--- src/rtl/bp_pkg.sv ---
// Shared branch-predictor helpers: counter init/saturation and the gshare index hash.
// Functions take widths as arguments so any predictor table can reuse them.
package bp_pkg;

    typedef enum logic [0:0] {
        PHT_INIT,
        PHT_RUN
    } pht_state_e;

    // Weakly-taken value: only the MSB set.
    function automatic logic [31:0] ctr_init(input int ctr_w);
        return 32'd1 << (ctr_w - 1);
    endfunction

    function automatic logic [31:0] sat_inc(input logic [31:0] c, input int ctr_w);
        logic [31:0] max_v;
        max_v = (32'd1 << ctr_w) - 32'd1;
        return (c >= max_v) ? c : c + 32'd1;
    endfunction

    function automatic logic [31:0] sat_dec(input logic [31:0] c);
        return (c == 32'd0) ? c : c - 32'd1;
    endfunction

    // Caller truncates the result to its own index width; history is zero-extended.
    function automatic logic [31:0] pht_hash(input logic [63:0] pc, input logic [31:0] hist,
                                             input int pc_shift);
        return 32'(pc >> pc_shift) ^ hist;
    endfunction

endpackage

--- src/rtl/gshare_pht.sv ---
// Pattern history table: counter storage, post-reset clearing sweep,
// asynchronous read port and a read-modify-write training port.
module gshare_pht
    import bp_pkg::*;
#(
    parameter int IDX_W = 10,
    parameter int CTR_W = 2
) (
    input  logic             clk,
    input  logic             rst_n,
    output logic             ready,
    input  logic [IDX_W-1:0] rd_idx,
    output logic [CTR_W-1:0] rd_ctr,
    input  logic             wr_en,
    input  logic [IDX_W-1:0] wr_idx,
    input  logic             wr_taken
);

    localparam int DEPTH = 1 << IDX_W;

    logic [CTR_W-1:0] mem [DEPTH];

    pht_state_e       state_q, state_d;
    logic [IDX_W-1:0] ptr_q, ptr_d;
    logic             we;
    logic [IDX_W-1:0] waddr;
    logic [CTR_W-1:0] wdata;
    logic [CTR_W-1:0] cur;

    // Reads see the pre-edge contents, so a same-cycle update is read-before-write.
    assign rd_ctr = mem[rd_idx];
    assign cur    = mem[wr_idx];

    always_comb begin
        state_d = state_q;
        ptr_d   = ptr_q;
        we      = 1'b0;
        waddr   = wr_idx;
        wdata   = cur;
        ready   = 1'b0;
        case (state_q)
            PHT_INIT: begin
                we    = 1'b1;
                waddr = ptr_q;
                wdata = CTR_W'(ctr_init(CTR_W));
                ptr_d = ptr_q + 1'b1;
                if (ptr_q == IDX_W'(DEPTH - 1)) state_d = PHT_RUN;
            end
            PHT_RUN: begin
                ready = 1'b1;
                we    = wr_en;
                wdata = wr_taken ? CTR_W'(sat_inc(32'(cur), CTR_W))
                                 : CTR_W'(sat_dec(32'(cur)));
            end
            default: state_d = PHT_INIT;
        endcase
    end

    always_ff @(posedge clk or negedge rst_n) begin
        if (!rst_n) begin
            state_q <= PHT_INIT;
            ptr_q   <= '0;
        end else begin
            state_q <= state_d;
            ptr_q   <= ptr_d;
        end
    end

    // No reset on the array so it can map onto RAM; the sweep clears it.
    always_ff @(posedge clk) begin
        if (we) mem[waddr] <= wdata;
    end

endmodule

--- src/rtl/gshare_predictor.sv ---
// gshare direction predictor: speculative GHR, one-cycle lookup response,
// PHT training on resolve and GHR repair on mispredict.
module gshare_predictor
    import bp_pkg::*;
#(
    parameter int PC_WIDTH  = 32,
    parameter int PC_SHIFT  = 2,
    parameter int PHT_IDX_W = 10,
    parameter int HIST_LEN  = 8,
    parameter int CTR_W     = 2
) (
    input  logic                 clk,
    input  logic                 rst_n,
    output logic                 ready,
    input  logic                 pred_valid,
    input  logic [PC_WIDTH-1:0]  pred_pc,
    output logic                 resp_valid,
    output logic                 resp_taken,
    output logic [PHT_IDX_W-1:0] resp_idx,
    output logic [HIST_LEN-1:0]  resp_ghr,
    input  logic                 upd_valid,
    input  logic [PHT_IDX_W-1:0] upd_idx,
    input  logic [HIST_LEN-1:0]  upd_ghr,
    input  logic                 upd_taken,
    input  logic                 upd_mispredict
);

    logic [HIST_LEN-1:0]  ghr_q, ghr_d;
    logic                 resp_valid_q, resp_valid_d;
    logic                 resp_taken_q, resp_taken_d;
    logic [PHT_IDX_W-1:0] resp_idx_q, resp_idx_d;
    logic [HIST_LEN-1:0]  resp_ghr_q, resp_ghr_d;

    logic                 lookup;
    logic                 repair;
    logic [PHT_IDX_W-1:0] idx;
    logic [CTR_W-1:0]     rd_ctr;
    logic                 pred_dir;

    gshare_pht #(
        .IDX_W (PHT_IDX_W),
        .CTR_W (CTR_W)
    ) u_pht (
        .clk      (clk),
        .rst_n    (rst_n),
        .ready    (ready),
        .rd_idx   (idx),
        .rd_ctr   (rd_ctr),
        .wr_en    (upd_valid),
        .wr_idx   (upd_idx),
        .wr_taken (upd_taken)
    );

    assign idx      = PHT_IDX_W'(pht_hash(64'(pred_pc), 32'(ghr_q), PC_SHIFT));
    assign pred_dir = rd_ctr[CTR_W-1];

    always_comb begin
        lookup       = pred_valid && ready;
        repair       = upd_valid && upd_mispredict && ready;
        ghr_d        = ghr_q;
        resp_valid_d = lookup && !repair;
        resp_taken_d = resp_taken_q;
        resp_idx_d   = resp_idx_q;
        resp_ghr_d   = resp_ghr_q;
        if (lookup) begin
            resp_taken_d = pred_dir;
            resp_idx_d   = idx;
            resp_ghr_d   = ghr_q;
            ghr_d        = {ghr_q[HIST_LEN-2:0], pred_dir};
        end
        // Repair wins over the speculative shift of a lookup it squashes.
        if (repair) ghr_d = {upd_ghr[HIST_LEN-2:0], upd_taken};
    end

    always_ff @(posedge clk or negedge rst_n) begin
        if (!rst_n) begin
            ghr_q        <= '0;
            resp_valid_q <= 1'b0;
            resp_taken_q <= 1'b0;
            resp_idx_q   <= '0;
            resp_ghr_q   <= '0;
        end else begin
            ghr_q        <= ghr_d;
            resp_valid_q <= resp_valid_d;
            resp_taken_q <= resp_taken_d;
            resp_idx_q   <= resp_idx_d;
            resp_ghr_q   <= resp_ghr_d;
        end
    end

    assign resp_valid = resp_valid_q;
    assign resp_taken = resp_taken_q;
    assign resp_idx   = resp_idx_q;
    assign resp_ghr   = resp_ghr_q;

endmodule

--- config.mk ---
export PLATFORM = sky130hd
export DESIGN_NAME = gshare_predictor
export DESIGN_NICKNAME = d
export VERILOG_FILES = /design/src/rtl/bp_pkg.sv /design/src/rtl/gshare_pht.sv /design/src/rtl/gshare_predictor.sv
export SDC_FILE = /design/constraint.sdc
export NUM_CORES = 2
export LEC_CHECK = 0
export BUFFER_PORTS_ARGS = -buffer_cell sky130_fd_sc_hd__buf_2
export CAP_MARGIN = 20
export CORE_MARGIN = 2
export CORE_UTILIZATION = 62
export DETAILED_ROUTE_END_ITERATION = 6
export PLACE_DENSITY = 0.78
export SYNTH_ARGS = -nofsm -noshare
export SYNTH_HDL_FRONTEND = slang
export SYNTH_SLANG_ARGS = --single-unit
--- constraint.sdc ---
create_clock -name clk -period 150.1 [get_ports clk]
set_input_delay 7.505 -clock clk [delete_from_list [all_inputs] [get_ports clk]]
set_output_delay 7.505 -clock clk [all_outputs]
set_load 0.005 [all_outputs]
Word level (Yosys, flattened, before mapping)
Memory sizes are Yosys's and may differ from the RTL's. Cells that the tools add are included. Widths: inputs -> output; s select.

Add/sub/neg operators: 3. Order comparisons: 1. Equality and inequality tests: 1. Muxes and demuxes: 13. Bitwise logic cells: 2. Reductions and logical operators: 7.

Operators by type and width (count): $mux 8 (2); $add 10x1->10 const B (1); $eq 10x10->1 const B (1); $mux 10 (1); $xor 10x8->10 (1); $mux 2 (3); $mux 1 (5); $logic_and 1x1->1 (4); $pmux 2 s2 (1); $add 2x1->2 const B (1); $ge 2x2->1 const B (1); $logic_not 2->1 (1); $pmux 1 s2 (1); $reduce_bool 2->1 (1); $sub 2x1->2 const B (1); $logic_not 1->1 (1); $not 1->1 (1).

Register bits: 39. Memory bits (writable): 2048. Output and inout bits: 21. Logic and storage cells: 35. Memories kept: 1.

Memories: u_pht.mem (depth 1024, bits a word 2, read ports 2, clocked after Yosys merged registers in 0, write ports 1, line gshare_pht.sv:21) `logic [CTR_W-1:0] mem [DEPTH];`.

Longest topological paths before layout
An unclocked memory read counts as a cell.

Word-level depth: 5. Depth in mapped cells: 16.

Cells and area by module
From an unflattened synthesis, not the netlist that was laid out.

Cell total of the unflattened synthesis: 5877. Area, all modules: 102141.7 µm².

Modules (own cells, without submodules): gshare_pht (times used 1, cells an instance 5771, area an instance 100846.7 µm², seq. area each 61774.2 µm²); gshare_predictor (times used 1, cells an instance 106, area an instance 1295.0 µm², seq. area each 700.7 µm²).

Least setup slack after synthesis
No wires, ideal clock.

Path type: input to register. Start point: in upd_idx[0]. End point: mem u_pht.mem[0][1] (data pin). Library setup time: 8129 ps. Arrival: 49224 ps. Required time: 141971 ps. Path slack: 92747 ps. Stages: 14. Path buffers: 5. Cell sequence: buf_6 buf_12 buf_12 buf_12 buf_4 o311ai_0 a211oi_1 a311oi_1 a21oi_1 o311a_1 o221ai_1 o311a_1 a21oi_1 o21ai_0.

Cells in the longest elaborated chain, start to end: 5. Elaborated cells between the ends (all ways): 9. Those cells by class: add/sub (2); order compare (1); mux (4); reduce/logical (1); memory (1).

RTL lines: start: declaration (line gshare_predictor.sv:22) `input logic [PHT_IDX_W-1:0] upd_idx,`; $mem_v2 1024x2 *; $sub 2x1->2, or another cell as far along (line bp_pkg.sv:22) `return (c == 32'd0) ? c : c - 32'd1;`; $mux 2, on equally long branches (line bp_pkg.sv:22, bp_pkg.sv:18); $mux 2 * (line gshare_pht.sv:52) `wdata = wr_taken ? CTR_W'(sat_inc(32'(cur), CTR_W))`; $pmux 2 s2 * (line gshare_pht.sv:41) `case (state_q)`; net u_pht.wdata[1] (line gshare_pht.sv:27) `logic [CTR_W-1:0] wdata;`; end: declaration (line gshare_pht.sv:21).

The timed path passes the listed nets; every way through them passes the cells marked *.

Worst setup path in the final report
Start point: in upd_idx[0]. End point: mem u_pht.mem[784][0] (data pin).

The elaborated chain is that of the path after synthesis.

==> impl_metrics.env <==
export IMPL_mappedNetlistNets=5658
export IMPL_clk_path_buf_depth=3
export IMPL_drc=1
export IMPL_min_to="resp_idx[3]"
export IMPL_ys_async_sr_fraction=0.0187
export IMPL_synth_area_sq_um=94300
export IMPL_post_cts_resized=0
export IMPL_drt_first_iter_violations=10812
export IMPL_rr_worst_depth=14
export IMPL_fin_nets=5597
export IMPL_place_congestion=0.957
export IMPL_ir_drop_v=0.0000119
export IMPL_skew_ps=47.1
export IMPL_cp_max_fo=256
export IMPL_end_kind="flop"
export IMPL_post_route_period_util=0.102
export IMPL_grtUsageTotal=0.369
export IMPL_crit_chain="buf_8, buf_4, buf_4, buf_4, mux4_2, mux2i_1, a221oi_1, a211oi_1, nor4_1, o32ai_1, a31o_1, maj3_2, and2_4, buf_12, buf_4, buf_16, buf_4"
export IMPL_power_density_nw_per_um2=11.6
export IMPL_synth_top_area_cell="edfxtp_1"
export IMPL_maxCapViolations=0
export IMPL_wl_per_cell_microns=37.1
export IMPL_cts_buffers=199
export IMPL_outcome="complete, but fails checks"
export IMPL_required_ps=150640
export IMPL_num_rows=143
export IMPL_layout_drive_gt1_share=0.231
export IMPL_yosys_most_used_dff="edfxtp_1"
export IMPL_mostFrequentLayoutCells="edfxtp_1 (2048), nor2_1 (1071), mux4_2 (686), nand2_1 (227), clkbuf_16 (200)"
export IMPL_tns_ps=0
export IMPL_grt_setup_unrepaired="no"
export IMPL_grt_ovfl_total=0
export IMPL_synth_area_per_cell_sq_um=16.8
export IMPL_grt_pass1_wl_microns=406000
export IMPL_via_per_inst=7.58
export IMPL_clock_sinks=2087
export IMPL_hold_viol_final=0
export IMPL_area_growth_pct=9.27
export IMPL_drt_wl_total_microns=287000
export IMPL_violations="design-rule violations"
export IMPL_utilization=0.680
export IMPL_ios=77
export IMPL_port_buffers=53
export IMPL_post_cts_buffers=0
export IMPL_min_period_ps=15380
export IMPL_cts_tree="done"
export IMPL_cp_top_family="buffers and inverters"
export IMPL_slowest_delay_ps=840
export IMPL_antenna_found_initial=17
export IMPL_start_util=0.622
export IMPL_yosysUniqueCellTypes=91
export IMPL_dr_pass1_iters=7
export IMPL_yosysSeqAreaShare=0.662
export IMPL_clk_pin_slew_ps=60
export IMPL_fp_dieW_microns=394
export IMPL_final_max_slew_viol_count=0
export IMPL_start_kind="input pin"
export IMPL_worst_pin_slew_ps=1340
export IMPL_reg2reg_to="ghr_q[0]"
export IMPL_p_leak_nw=32.0
export IMPL_synth_edf_count=2048
export IMPL_place_hpwl_microns=163000
export IMPL_ys_seq_elements=2087
export IMPL_final_setup_viol_count=0
export IMPL_hp_class="flop to flop"
export IMPL_yosysTopAreaCellShare=0.652
export IMPL_min_from="resp_idx[3]"
export IMPL_htreeDepth=4
export IMPL_synth_warnings=0
export IMPL_worst_path_buf_inv=8
export IMPL_worstSkewPairLatency_ps=870
export IMPL_reg2reg_from="ghr_q[0]"
export IMPL_antenna_left=0
export IMPL_grt_max_degree=257
export IMPL_r2r_setup_slack_ps=142890
export IMPL_core_area_sq_um=152000
export IMPL_synthCells=5601
export IMPL_root_buffer="clkbuf_16"
export IMPL_cp_common_cell="buf_4"
export IMPL_mostFrequentLayoutCell="edfxtp_1"
export IMPL_fp_dieArea_sq_um=155000
export IMPL_synth_area_leaders="edfxtp_1 (65%), mux4_2 (16%), nor2_1 (4.3%), mux2i_1 (1.8%), mux4_1 (1.2%)"
export IMPL_vias=58815
export IMPL_grt_pass1_vias=57317
export IMPL_hold_buffers=0
export IMPL_critPathKind="input pin to flop"
export IMPL_fmax_ghz=0.0650
export IMPL_min_path_cells=2
export IMPL_critPathArrivalTime_ps=15920
export IMPL_die_height_microns=394
export IMPL_relSlewSlack=0.109
export IMPL_crit_path_top_delay_cell="and2_4"
[report_power, final]
group / switching [mW] / internal (mW) / total (mW)
registers: 0 / 0.630 / 0.630
logic: 0.0328 / 0.0139 / 0.0468
clock network: 0.222 / 0.293 / 0.515
total: 0.255 / 0.936 / 1.19
[cell families after synthesis]
| kind of cell | after synthesis | synth area share |
|---|---|---|
| xor gates and xnor gates | 24 | 0.00251 |
| adders and majority gates | 2 | 0.000252 |
| AOI/OAI and AO/OA | 507 | 0.0389 |
| muxes | 928 | 0.198 |
| buffers and inverters | 496 | 0.0313 |
| and+or+nand+nor | 1557 | 0.0670 |
| DFF | 2087 | 0.662 |
[cell type report]
class | instances | area, sq um
multi-input cells | 3018 | 29200
well taps | 2030 | 2540
repair buffers | 226 | 2270
diodes | 18 | 45.0
flip-flops and latches | 2087 | 62500
clock buffers | 238 | 5180
fillers | 9597 | 48500
inverters | 8 | 36.3
clock inverters | 131 | 1390
[metrics by stage]
stage          std cells  instance area (sq um)  hold WS [ps]  worst slack [ps]  power (mW)
3_5_place_dp        7346                  95900           467            133620       0.687
2_1_floorplan       5601                  94300           459             92750       0.672
4_1_cts             7715                 102000           490            134380        1.19
3_3_place_gp        7336                  95700           461            133790       0.686
6_report            7756                 103000           493            134720        1.19
5_1_grt             7739                 103000           508            134180        1.21
[synthesized netlist by cell type (17+ instances only)]
cell,instances
mux2i_1,170
clkbuf_1,278
mux4_2,686
nor2_1,1077
o21ai_0,54
buf_2,66
nand2_1,248
nor3_1,55
a221oi_1,38
and3_1,17
mux4_1,44
a31oi_1,17
nand4_1,17
buf_4,38
buf_6,52
a22oi_1,63
o22ai_1,61
mux2_2,25
nand3_1,55
a21oi_1,75
a22o_1,32
edfxtp_1,2048
o221ai_1,53
a2111oi_0,17
dfrtp_1,39
[worst max path at each step]
stage | slack (ps) | start | depth (start not counted) | end
after floorplan | 92750 | upd_idx[0] | 14 | u_pht.mem[0][1]
after global placement | 133790 | upd_idx[0] | 16 | u_pht.mem[0][0]
after detailed placement | 133620 | upd_idx[0] | 16 | u_pht.mem[784][0]
after CTS | 134380 | upd_idx[0] | 16 | u_pht.mem[784][0]
after global routing | 134180 | upd_idx[0] | 17 | u_pht.mem[784][0]
final | 134720 | upd_idx[0] | 17 | u_pht.mem[784][0]
[flip-flops by register name (all words and copies together) (netlist names)]
register	flops
u_pht.mem	2048
resp_taken	1
resp_ghr	8
u_pht.ptr_q	10
ghr_q	8
u_pht.state_q	1
resp_idx	10
resp_valid	1
[routing by layer]
layer / vias up / part of all wire / global-route usage
met3: 1257 / 0.16 / 0.131
met2: 5498 / 0.45 / 0.544
li1: 22380 / - / -
met4: 16 / 0.074 / 0.221
met5: - / 0.00035 / 0
met1: 29664 / 0.32 / 0.476
[worst min-delay path, cell delays in order, from the launching register on]
cell	delay [ps]
dfrtp_1	340
nand2_1	50
o21ai_0	60
(Power assumes the default switching activity.)
